[config.mk]
export PLATFORM = sky130hd
export DESIGN_NAME = cp0_intc
export DESIGN_NICKNAME = d
export VERILOG_FILES = /design/src/rtl/cp0_pkg.sv /design/src/rtl/cp0_prio_enc.sv /design/src/rtl/cp0_intc.sv
export SDC_FILE = /design/constraint.sdc
export NUM_CORES = 1
export LEC_CHECK = 0
export BUFFER_PORTS_ARGS = -buffer_cell sky130_fd_sc_hd__buf_2
export CAP_MARGIN = 20
export CELL_PAD_IN_SITES_DETAIL_PLACEMENT = 1
export CELL_PAD_IN_SITES_GLOBAL_PLACEMENT = 2
export CORE_MARGIN = 5
export CORE_UTILIZATION = 22
export DETAILED_ROUTE_END_ITERATION = 16
export PLACE_DENSITY = 0.84
export SETUP_SLACK_MARGIN = 0.5
export SYNTH_ARGS = -nofsm -noshare
export SYNTH_HDL_FRONTEND = slang
export SYNTH_SLANG_ARGS = --single-unit
[constraint.sdc]
create_clock -name clk -period 2 [get_ports clk]
set_clock_uncertainty 0.05 [all_clocks]
set_input_delay 0.5 -clock clk [delete_from_list [all_inputs] [get_ports clk]]
set_output_delay 0.5 -clock clk [all_outputs]
set_load 0.02 [all_outputs]
[src/rtl/cp0_pkg.sv]
// cp0_pkg: shared constants for the coprocessor-0 interrupt controller.
//   - CP0 register select codes (Status, Cause, EPC)
//   - Bit positions of the Status/Cause fields
//   - Width of the winning-channel index and the N_IRQ upper bound
package cp0_pkg;

  // Register select values (rd field of mfc0/mtc0)
  localparam logic [4:0] CP0_STATUS = 5'd12;
  localparam logic [4:0] CP0_CAUSE  = 5'd13;
  localparam logic [4:0] CP0_EPC    = 5'd14;

  // Status fields
  localparam int ST_IE       = 0;
  localparam int ST_EXL      = 1;
  localparam int ST_MASK_LSB = 8;

  // Cause fields
  localparam int CA_PEND_LSB = 8;
  localparam int CA_IDX_LSB  = 2;

  // Index width covers up to N_IRQ_MAX channels
  localparam int N_IRQ_MAX = 8;
  localparam int IDX_W     = 3;

endpackage

[src/rtl/cp0_prio_enc.sv]
// cp0_prio_enc: lowest-index-first priority encoder.
// Ports:
//   req_i   [N-1:0]      request vector
//   valid_o              any request present
//   idx_o   [IDX_W-1:0]  index of the lowest set request (0 when none)
//   grant_o [N-1:0]      one-hot of the winning request (0 when none)
module cp0_prio_enc
  import cp0_pkg::*;
#(
  parameter int N = 4
) (
  input  logic [N-1:0]     req_i,
  output logic             valid_o,
  output logic [IDX_W-1:0] idx_o,
  output logic [N-1:0]     grant_o
);

  // Scan from the top down so the lowest set bit is the last assignment.
  always_comb begin
    valid_o = |req_i;
    idx_o   = '0;
    grant_o = '0;
    for (int i = N - 1; i >= 0; i--) begin
      if (req_i[i]) begin
        idx_o      = IDX_W'(i);
        grant_o    = '0;
        grant_o[i] = 1'b1;
      end
    end
  end

endmodule

[src/rtl/cp0_intc.sv]
// cp0_intc: coprocessor-0 interrupt controller for the single-cycle MIPS core.
// Masked, prioritised hardware interrupts with Status/Cause/EPC registers,
// vectored entry and an rfe return path.
// Build option: define CP0_EDGE_EN for sticky edge-triggered PEND bits
// (write-1-to-clear via Cause); otherwise PEND follows hwint (level mode).
// Ports:
//   clk, reset_n              clock, asynchronous active-low reset
//   hwint      [N_IRQ-1:0]    device interrupt lines
//   retire                    instruction completes this cycle
//   pc_next    [31:0]         PC the core would load without an interrupt
//   rfe                       return-from-exception retiring
//   mtc0_en, cp0_sel, cp0_wdata  CP0 register write port
//   cp0_rdata  [31:0]         combinational read of cp0_sel
//   exc_take                  load exc_vector instead of pc_next this edge
//   exc_vector [31:0]         entry address of the current winner
//   epc        [31:0]         current EPC
//   irq_ack    [N_IRQ-1:0]    one-hot pulse the cycle after a take
module cp0_intc
  import cp0_pkg::*;
#(
  parameter int          N_IRQ     = 4,
  parameter logic [31:0] VEC_BASE  = 32'h0000_0100,
  parameter int          VEC_SHIFT = 4
) (
  input  logic             clk,
  input  logic             reset_n,
  input  logic [N_IRQ-1:0] hwint,
  input  logic             retire,
  input  logic [31:0]      pc_next,
  input  logic             rfe,
  input  logic             mtc0_en,
  input  logic [4:0]       cp0_sel,
  input  logic [31:0]      cp0_wdata,
  output logic [31:0]      cp0_rdata,
  output logic             exc_take,
  output logic [31:0]      exc_vector,
  output logic [31:0]      epc,
  output logic [N_IRQ-1:0] irq_ack
);

  logic             ie_q, ie_d;
  logic             exl_q, exl_d;
  logic [N_IRQ-1:0] mask_q, mask_d;
  logic [IDX_W-1:0] idx_q, idx_d;
  logic [31:0]      epc_q, epc_d;
  logic [N_IRQ-1:0] ack_q, ack_d;

  logic [N_IRQ-1:0] pend;
  logic [N_IRQ-1:0] eligible;
  logic [N_IRQ-1:0] grant;
  logic             win_valid;
  logic [IDX_W-1:0] win_idx;

  logic wr_status, wr_epc;
  assign wr_status = mtc0_en && (cp0_sel == CP0_STATUS);
  assign wr_epc    = mtc0_en && (cp0_sel == CP0_EPC);

  // Upper write-data bits have no destination in every configuration.
  logic unused_wdata;
  assign unused_wdata = ^cp0_wdata;

`ifdef CP0_EDGE_EN
  logic [N_IRQ-1:0] hwint_q;
  logic [N_IRQ-1:0] pend_q, pend_d;
  logic [N_IRQ-1:0] pend_clr;
  logic             wr_cause;

  assign wr_cause = mtc0_en && (cp0_sel == CP0_CAUSE);

  // Clear on take or W1C write; a new rising edge on the same cycle wins.
  always_comb begin
    pend_clr = exc_take ? grant : '0;
    if (wr_cause) begin
      pend_clr = pend_clr | cp0_wdata[CA_PEND_LSB +: N_IRQ];
    end
    pend_d = (pend_q & ~pend_clr) | (hwint & ~hwint_q);
  end

  always_ff @(posedge clk or negedge reset_n) begin
    if (!reset_n) begin
      hwint_q <= '0;
      pend_q  <= '0;
    end else begin
      hwint_q <= hwint;
      pend_q  <= pend_d;
    end
  end

  assign pend = pend_q;
`else
  assign pend = hwint;
`endif

  assign eligible = pend & mask_q;

  cp0_prio_enc #(.N(N_IRQ)) u_prio (
    .req_i   (eligible),
    .valid_o (win_valid),
    .idx_o   (win_idx),
    .grant_o (grant)
  );

  assign exc_take   = retire & ie_q & ~exl_q & win_valid & ~rfe;
  // win_idx is 0 with no eligible channel, so the vector falls back to VEC_BASE.
  assign exc_vector = VEC_BASE + ({{(32 - IDX_W){1'b0}}, win_idx} << VEC_SHIFT);
  assign epc        = epc_q;
  assign irq_ack    = ack_q;

  always_comb begin
    cp0_rdata = '0;
    case (cp0_sel)
      CP0_STATUS: begin
        cp0_rdata[ST_IE]                   = ie_q;
        cp0_rdata[ST_EXL]                  = exl_q;
        cp0_rdata[ST_MASK_LSB +: N_IRQ]    = mask_q;
      end
      CP0_CAUSE: begin
        cp0_rdata[CA_PEND_LSB +: N_IRQ]    = pend;
        cp0_rdata[CA_IDX_LSB +: IDX_W]     = idx_q;
      end
      CP0_EPC:  cp0_rdata = epc_q;
      default:  cp0_rdata = '0;
    endcase
  end

  // Ordering: mtc0 first, then rfe, then take, so take owns EPC/EXL/index
  // while mtc0 still lands IE and MASK on the same edge.
  always_comb begin
    ie_d   = ie_q;
    exl_d  = exl_q;
    mask_d = mask_q;
    idx_d  = idx_q;
    epc_d  = epc_q;
    ack_d  = '0;
    if (wr_status) begin
      ie_d   = cp0_wdata[ST_IE];
      exl_d  = cp0_wdata[ST_EXL];
      mask_d = cp0_wdata[ST_MASK_LSB +: N_IRQ];
    end
    if (wr_epc) begin
      epc_d = cp0_wdata;
    end
    if (rfe) begin
      exl_d = 1'b0;
    end
    if (exc_take) begin
      epc_d = pc_next;
      exl_d = 1'b1;
      idx_d = win_idx;
      ack_d = grant;
    end
  end

  always_ff @(posedge clk or negedge reset_n) begin
    if (!reset_n) begin
      ie_q   <= 1'b0;
      exl_q  <= 1'b0;
      mask_q <= '0;
      idx_q  <= '0;
      epc_q  <= '0;
      ack_q  <= '0;
    end else begin
      ie_q   <= ie_d;
      exl_q  <= exl_d;
      mask_q <= mask_d;
      idx_q  <= idx_d;
      epc_q  <= epc_d;
      ack_q  <= ack_d;
    end
  end

endmodule

==> results of run 1 <==
## layout by cell type (no fill, tap or decap), types with 5 or more instances in the layout
cell type and count:
buf_2 111, dfrtp_1 44, buf_6 42, conb_1 30, a21oi_2 28, nor2_4 22
and2_2 17, mux2i_1 17, buf_4 15, clkbuf_16 11, mux2i_2 10, nor2_2 9
and2_4 8, mux2i_4 6, a21oi_1 6, buf_16 6, buf_12 6, nand2_2 5
mux2_2 5
## path summary, 6_finish.rpt
kind                            slack [ns]       start            to  cells after the start
worst max-delay path                 -0.20  cp0_sel[0]  cp0_rdata[3]                      6
worst min-delay path                  0.37         rfe         exl_q                      2
worst max register to register        0.39   mask_q[3]       epc[19]                      6
worst min register to register        0.47    idx_q[0]      idx_q[0]                      1
max in group asynchronous             0.91     reset_n       epc[29]                      3
min in group asynchronous             0.54     reset_n    irq_ack[2]                      2
## per-layer routing
layer	routed length (um)	global-route usage
met4	119	0.0294
met2	5530	0.230
met1	4170	0.157
met3	546	0.0255
met5	0	0
## critical path, cell delays in order
cell and delay (ns):
buf_6 0.09, nand3b_1 0.24, nor3b_4 0.29, buf_8 0.21, a22o_1 0.19, buf_6 0.12
## final cells by class
class | count | share of cell area
Sequential cell | 44 | 0.228
Clock buffer | 8 | 0.0304
Inverter | 1 | 0.000779
Timing Repair Buffer | 189 | 0.335
Multi-Input combinational cell | 199 | 0.368
Tap cell | 143 | 0.0371
## cell families after synthesis
group | share of synthesized area
AOI/OAI and AO/OA | 0.106
buffers and inverters | 0.137
DFF | 0.431
muxes | 0.156
other | 0.00294
and+or+nand+nor | 0.167
## synthesized netlist by cell type (2+ instances only)
| master | number |
|---|---|
| dfrtp_1 | 44 |
| nand2_1 | 10 |
| conb_1 | 2 |
| nor2_1 | 35 |
| and2_1 | 26 |
| buf_4 | 31 |
| buf_12 | 3 |
| a22oi_1 | 4 |
| mux2i_1 | 33 |
| a21oi_1 | 35 |
| clkbuf_1 | 5 |
| nand3_1 | 2 |
| nand3b_1 | 2 |
| buf_2 | 5 |
| mux2_2 | 6 |
| a22o_1 | 6 |
## repair_timing
action                     4_1_cts  5_1_grt
pin swaps                       30       19
hold endpoints to repair         5        0
resized for setup               64      154
setup endpoints to repair       68       69
hold buffers                     1        0
setup buffers                   11        4
gates cloned                     5        9
## state kept, by name (all words and copies together) (netlist names)
signal and count:
mask_q 4, exl_q 1, ie_q 1, irq_ack 4
epc 32, idx_q 2
## report_power, final
part	switching [uW]	internal [uW]	leakage, uW
registers	353	1260	0.000535
clock network	327	499	0.0000712
logic	1120	916	0.00163
## metrics by stage
stage               TNS [ns]  instance area (um2)   util  cells
global route           -6.94                 4820  0.422    584
CTS                    -4.37                 4020  0.352    571
finish                 -5.26                 4820  0.422    584
global placement       -4.77                 3440  0.302    546
floorplan                  0                 2760      -    289
detailed placement     -6.39                 3440  0.302    546
==> metrics.cfg, run 1 <==
[pwr]
p_per_area_nw_per_um2=928
peakVddDrop_mv=0.436
total_leakage_power_uw=0.00224
finalPower_uw=4470

[logic_synthesis]
synth_flop_cell=dfrtp_1
synth_top_area_frac=0.431
syn_avg_cell_area_um2=9.80
yosys.area.top_type=dfrtp_1
synth-seq-area-share=0.431
yosys.cell_types.count=28
synth.cell_area_um2=2560
synth-edff-count=0
synthArstFlopShare=1.00
syn_inst=261
ys_seq_elements=44
synthTopCellsByArea=dfrtp_1 (43%), mux2i_1 (13%), buf_4 (9.1%)
yosys_warnings=0

[route]
wl_per_cell_um=17.8
firstDrtPassIters=4
vias=2612
drc=0
viasPerCell=4.47
drt_iter0_drc=61
antenna_left=0
routed_wl_um=10400

[final_layout]
multiInputGateArea_um2=1770
diodes=0
area_growth_syn_to_layout_pct=88.5
final_net_count=518
ff_latch_area_um2=1100
drive_gt1_frac=0.726
fillerInstances=1297

[clock_network]
cts_buffers=5
tritoncts=built
cts_buffer_depth=2
clk_pin_slew_ns=0.06
cts_max_level=2
insertion_delay_ns=0.28
cts_root_buf=clkbuf_16
clock_sinks=44

[setup_path]
cp.required_ns=1.45
critPathKind=in2out
crit_arrival_ns=1.65
cp-end-kind=output port
startpoint_type=primary input
path_max_fanout=21

[place]
dp_hpwl_um=6610
pre_cts_slack_ns=-0.243
globalplace.congestion=0.716
port_buffers=148

[floorplanning]
num_rows=39
die_w_um=118
start_util=0.224
dieHeight_um=118
coreArea_um2=11400
die_area_um2=13900
io_pins=179

[grt]
grt_overflow=0
grt_pass1_wl_um=14600
gr-usage-all-layers=0.128
antenna_found_initial=0
grt_pass1_vias=2703
grt_start_max_net_pins=40

[sta]
finalMaxSlewViolations=0
fin_hold_ws_ns=0.369
fin_crit_ns=2.20
hold_viol_final=0
max_freq_mhz=455
finalSetupViolations=32
grt_setup_unrepaired=true
finalCritPeriodShare=1.10
timing.final.ws_setup_ns=-0.199

[run]
drv_cap=0

[status]
violations=negative setup slack
status=finished, violations left

[worst_hold_path]
hp-class=in2reg

No activity file was read; power rests on OpenSTA's default activity.
==> inputs of run 2 (changes only) <==
--- a/config.mk
+++ b/config.mk
@@ -5,14 +5,15 @@
 export SDC_FILE = /design/constraint.sdc
 export NUM_CORES = 1
 export LEC_CHECK = 0
+export ABC_AREA = 1
 export BUFFER_PORTS_ARGS = -buffer_cell sky130_fd_sc_hd__buf_2
 export CAP_MARGIN = 20
 export CELL_PAD_IN_SITES_DETAIL_PLACEMENT = 1
 export CELL_PAD_IN_SITES_GLOBAL_PLACEMENT = 2
 export CORE_MARGIN = 5
-export CORE_UTILIZATION = 22
+export CORE_UTILIZATION = 21
 export DETAILED_ROUTE_END_ITERATION = 16
-export PLACE_DENSITY = 0.84
+export PLACE_DENSITY = 0.85
 export SETUP_SLACK_MARGIN = 0.5
 export SYNTH_ARGS = -nofsm -noshare
 export SYNTH_HDL_FRONTEND = slang
==> metrics.cfg, run 2 <==
[status]
status=complete, no violations

[logic_synthesis]
yosys.area.top_type=dfrtp_1
synth_top_area_frac=0.385  ; -0.0456
ys_seq_elements=44  ; unchanged
synthTopCellsByArea=dfrtp_1 (38%), nand2_1 (21%), inv_1 (11%)
syn_avg_cell_area_um2=6.58  ; -33%
synth-edff-count=0  ; unchanged
synth_common_cells=nand2_1 (157), inv_1 (86), dfrtp_1 (44)
synth.most_common_cell=nand2_1
synth.cell_area_um2=2860  ; +12%
yosys.cell_types.count=23  ; -18%
syn_inst=435  ; +67%
yosys_warnings=0  ; unchanged
synth_flop_cell=dfrtp_1
synthArstFlopShare=1.00  ; unchanged
synth-seq-area-share=0.385  ; -0.0456

[sta]
finalCritPeriodShare=0.980  ; -0.120
timing.final.ws_setup_ns=0.0401  ; +0.239 ns
max_freq_mhz=510  ; +12%
finalMaxSlewViolations=0  ; unchanged
hold_viol_final=0  ; unchanged
fin_crit_ns=1.96  ; -0.239 ns
finalSetupViolations=0  ; -100%
grt_setup_unrepaired=true

[place]
dp_hpwl_um=8490  ; +29%
globalplace.congestion=0.818  ; +14%
port_buffers=148  ; unchanged
pre_cts_slack_ns=-0.0370  ; +0.206 ns

[final_layout]
drive_gt1_frac=0.516  ; -0.210
postLayoutCoreUtil=0.407  ; -0.0147
area_growth_syn_to_layout_pct=89.4
final_net_count=717  ; +38%
final_common_cell=nand2_1
largest_reg_flops=32  ; unchanged
final_cell_mix=nand2_1 (120), buf_2 (116), inv_1 (81), dfrtp_1 (43), buf_4 (37)
diodes=0  ; unchanged

[route]
routed_wl_um=13700  ; +32%
viasPerCell=4.12  ; -8.0%
firstDrtPassIters=4  ; unchanged
drt_iter0_drc=123  ; +100%
drc=0  ; unchanged
antenna_left=0  ; unchanged
wl_per_cell_um=16.7  ; -5.7%
vias=3359  ; +29%

[grt]
grt_pass1_wl_um=18300  ; +25%
grt_pass1_vias=3485  ; +29%
antenna_found_initial=0  ; unchanged
grt_start_max_net_pins=33  ; -18%
gr-usage-all-layers=0.143  ; +0.0146
grt_overflow=0  ; unchanged

[floorplanning]
start_util=0.215  ; -0.00884
die_area_um2=16100  ; +16%
io_pins=179  ; unchanged
die_w_um=127  ; +7.5%
dieHeight_um=127  ; +7.5%
coreArea_um2=13300  ; +16%
num_rows=42  ; +7.7%

[pwr]
peakVddDrop_mv=0.418  ; -4.1%
finalPower_uw=4630  ; +3.7%
total_leakage_power_uw=0.00308  ; +38%
comb_power_share=0.443  ; -0.012
power_switching_share=0.424  ; +0.0227
p_seq_frac=0.342  ; -0.019
p_clk_frac=0.216  ; +0.031
power.internal_uw=2670  ; -0.27%
p_per_area_nw_per_um2=856  ; -7.8%
p_sw_uw=1970  ; +9.5%

[clock_network]
cts_root_buf=clkbuf_16
cts_max_level=2  ; unchanged
tritoncts=built
cts_buffer_depth=2  ; unchanged
clock_sinks=44  ; unchanged
cts_hold_buffers=0  ; -1
insertion_delay_ns=0.28  ; about the same
cts_buffers=5  ; unchanged
clk_pin_slew_ns=0.06  ; about the same

[setup_path]
startpoint_type=primary input
crit_arrival_ns=1.41  ; -0.24 ns
critPathKind=in2out
path_max_fanout=6  ; -71%
cp-end-kind=output port
cp.required_ns=1.45  ; about the same

[run]
drv_cap=0  ; unchanged

[worst_hold_path]
hp-class=in2async

run 2: cell count changes in the layout (fill, tap and decap cells not counted), moves of 17 or more:
cell | before | now
and2_2 | 17 | 0
nand2_1 | 4 | 120
nand2_2 | 5 | 22
mux2i_1 | 17 | 0
inv_1 | 0 | 81
buf_4 | 15 | 37
a21oi_2 | 28 | 0
run 2: path summary, 6_finish.rpt:
check | startpoint | end | slack (ns) | cells after the start
setup / recovery | cp0_sel[3] | cp0_rdata[5] | 0.04 | 7
hold / removal | reset_n | epc[17] | 0.11 | 1
setup reg to reg | mask_q[3] | idx_q[0] | 0.24 | 11
hold reg to reg | epc[12] | epc[12] | 0.47 | 2
max in group asynchronous | reset_n | mask_q[3] | 1.17 | 2
min in group clk | pc_next[10] | epc[10] | 0.37 | 3
run 2: per-stage QoR:
stage | instances | setup TNS, ns | hold slack, ns | instance area (um2)
global route | 816 | -0.0236 | 0.142 | 5420
global placement | 755 | 0 | 0.416 | 3970
floorplan | 463 | 0 | 0.154 | 3260
CTS | 793 | 0 | 0.117 | 4680
detailed placement | 755 | -0.0375 | 0.420 | 3970
finish | 816 | 0 | 0.113 | 5420
run 2: area by class of cell:
class                      count  area (um2)
timing repair buffer         213        1790
inverter                      87         344
fill                        1624        7880
multi-input combinational    288        1780
clock inverter                 1        30.0
clock buffer                   7         153
tap                          176         220
sequential                    44        1100
run 2: kinds of logic after synthesis:
logic type | share of synthesized area
and+or+nand+nor | 0.321
buffers and inverters | 0.229
DFF | 0.385
AOI/OAI and AO/OA | 0.0630
other | 0.00263
run 2: timing repair:
| item | 4_1_cts | 5_1_grt |
|---|---|---|
| gates resized for setup | 66 | 120 |
| endpoints found under the setup margin | 61 | 74 |
| pin swaps | 14 | 32 |
| cloned | 5 | 8 |
| buffers inserted | 25 | 15 |
run 2: worst max-delay path: stages:
cell and delay (ns):
buf_8 0.08, nand2_8 0.05, nor2_4 0.19, nand2_8 0.14, buf_16 0.19, nor2_2 0.11
buf_6 0.13
run 2: power by group through the flow:
stage / clock [uW] / combinational [uW] / sequential (uW)
after floorplan: 0 / 754 / 1870
after global placement: 0 / 1650 / 1570
after detailed placement: 0 / 1690 / 1590
after CTS: 1030 / 1870 / 1580
after global routing: 1060 / 2230 / 1630
final: 1000 / 2050 / 1580
run 2: per-layer routing:
metal,vias to the layer above,track usage,share of wire
met2,122,0.256,0.51
met4,0,0.0170,0.012
met3,11,0.0361,0.062
met5,-,0,0
met1,1595,0.178,0.41
li1,1631,-,-
==> inputs of run 3 (changes only) <==
--- a/config.mk
+++ b/config.mk
@@ -6,14 +6,15 @@
 export NUM_CORES = 1
 export LEC_CHECK = 0
 export ABC_AREA = 1
-export BUFFER_PORTS_ARGS = -buffer_cell sky130_fd_sc_hd__buf_2
+export ABC_CLOCK_PERIOD_IN_PS = 2000
 export CAP_MARGIN = 20
 export CELL_PAD_IN_SITES_DETAIL_PLACEMENT = 1
 export CELL_PAD_IN_SITES_GLOBAL_PLACEMENT = 2
 export CORE_MARGIN = 5
-export CORE_UTILIZATION = 21
+export CORE_UTILIZATION = 30
 export DETAILED_ROUTE_END_ITERATION = 16
-export PLACE_DENSITY = 0.85
+export DONT_BUFFER_PORTS = 1
+export PLACE_DENSITY = 0.82
 export SETUP_SLACK_MARGIN = 0.5
 export SYNTH_ARGS = -nofsm -noshare
 export SYNTH_HDL_FRONTEND = slang
==> constraint.sdc (replaced) <==
create_clock -name clk -period 2 [get_ports clk]
set_clock_uncertainty 0.05 [all_clocks]
set_input_delay 0.5 -clock clk [delete_from_list [all_inputs] [get_ports clk]]
set_output_delay 0.5 -clock clk [all_outputs]
set_load 0.1 [all_outputs]
==> metrics.cfg, run 3 (synthesized netlist as in run 2, its figures left out) <==
[worst_hold_path]
hp-class=in2async

[route]
vias=2932  ; -13%
viasPerCell=4.44  ; +7.8%
drc=0  ; unchanged
top_layer=met4
wl_per_cell_um=16.4  ; -2.2%
antenna_left=0  ; unchanged
wl_met3_um=845  ; +0.48%
routed_wl_um=10800  ; -21%
drt_iter0_drc=73  ; -41%
firstDrtPassIters=4  ; unchanged
drt-met1-wl_um=4370  ; -22%
wl_met2_um=5510  ; -22%

[clock_network]
tritoncts=built
insertion_delay_ns=0.29  ; about the same
cts_max_level=2  ; unchanged
cts_buffer_depth=2  ; unchanged
cts_root_buf=clkbuf_8
clock_sinks=44  ; unchanged
clk_pin_slew_ns=0.09  ; +0.03 ns
cts_buffers=5  ; unchanged

[floorplanning]
dieHeight_um=108  ; -15%
die_area_um2=11600  ; -28%
die_w_um=108  ; -15%
start_util=0.308  ; +0.0930
io_pins=179  ; unchanged
num_rows=35  ; -17%
coreArea_um2=9280  ; -30%

[pwr]
finalPower_uw=6890  ; +49%
p_per_area_nw_per_um2=1350  ; +58%
total_leakage_power_uw=0.00258  ; -16%
peakVddDrop_mv=0.844  ; +100%

[setup_path]
cp.required_ns=1.45  ; about the same
startpoint_type=flop
endpoint=exc_take
crit_arrival_ns=1.36  ; -0.05 ns
path_max_fanout=5  ; -1
r2r_end=epc[28]
critPathKind=reg2out
regToRegStartpoint=exl_q
worst-r2r-cell-count=12  ; +1
reg2reg_slack_ns=0.31  ; +0.07 ns
crit_start=exl_q
cp-end-kind=output port

[sta]
grt_setup_unrepaired=true
hold_viol_final=44  ; +44
max_freq_mhz=523  ; +2.5%
finalSetupViolations=0  ; unchanged
finalCritPeriodShare=0.956  ; -0.0243
setup_tns_ns=0  ; unchanged
fin_hold_ws_ns=-0.167  ; -0.280 ns
fin_crit_ns=1.91  ; -0.0487 ns
finalMaxSlewViolations=0  ; unchanged

[grt]
grt_start_max_net_pins=45  ; +36%
antenna_found_initial=0  ; unchanged
grt_pass1_wl_um=16600  ; -9.4%
grt_overflow=0  ; unchanged
gr-usage-all-layers=0.183  ; +0.0403
grt_pass1_vias=3075  ; -12%

[run]
drv_cap=0  ; unchanged

[place]
dp_hpwl_um=7880  ; -7.2%
post_dp_cell_area_um2=4320  ; +8.7%
port_buffers=0  ; -100%
globalplace.congestion=0.810  ; -1.0%

[final_layout]
fin_area_um2=5110  ; -5.7%
final_net_count=609  ; -15%
postLayoutCoreUtil=0.550  ; +0.143
final_common_cell=nand2_1
final_cell_mix=nand2_1 (131), inv_1 (80), buf_12 (41), dfrtp_2 (36), buf_6 (33)
multiInputGateArea_um2=1740  ; -2.0%
drive_gt1_frac=0.432  ; -0.0833
area_growth_syn_to_layout_pct=78.5
fillerInstances=1080  ; -33%
largest_reg_flops=32  ; unchanged
ff_latch_area_um2=1150  ; +4.0%
diodes=0  ; unchanged

[status]
violations=negative hold slack
status=finished, violations left

==> run 3: worst max-delay path, stage by stage, from the launching register on <==
cell,delay [ns]
dfrtp_1,0.40
inv_2,0.08
nand2_4,0.06
nor2_4,0.16
nand2_2,0.09
nand2_4,0.09
buf_12,0.18
==> run 3: worst min-delay path by stage <==
stage	to	cells after the start	slack, ns	start
floorplan	epc[0]	0	0.15	reset_n
global placement	epc[26]	0	0.16	reset_n
detailed placement	epc[26]	0	0.16	reset_n
CTS	epc[26]	0	-0.18	reset_n
global route	epc[26]	0	-0.19	reset_n
finish	epc[26]	0	-0.17	reset_n
==> run 3: routing by layer <==
metal  track usage  vias to the layer above
li1              -                     1412
met1         0.226                     1396
met2         0.319                      116
met3        0.0486                        8
met4        0.0379                        0
met5             0                        -
==> run 3: repair_timing <==
action / in CTS / in global routing
endpoints found under the hold margin: 44 / 44
cloned: 5 / 2
setup buffers: 13 / 6
pin swaps: 9 / 9
resized for setup: 80 / 24
setup endpoints to repair: 105 / 76
==> run 3: layout make-up <==
type / count / share of cell area
clock inverter: 1 / 0.000980
inverter: 87 / 0.0671
sequential: 44 / 0.224
timing repair buffer: 106 / 0.319
tap: 129 / 0.0316
multi-input combinational: 287 / 0.342
clock buffer: 7 / 0.0149
==> run 3: metrics by stage <==
stage	cells	setup slack [ns]	hold slack, ns
after global routing	661	0.0261	-0.190
after detailed placement	627	-0.0439	0.156
after CTS	653	0.103	-0.181
after floorplan	463	-0.0737	0.154
final	661	0.0888	-0.167
after global placement	627	-0.0123	0.156
==> run 3: report_power, final <==
group	switching, uW	leakage (uW)	internal, uW
sequential	317	0.000509	1300
clock	310	0.0000422	246
combinational	3590	0.00203	1130
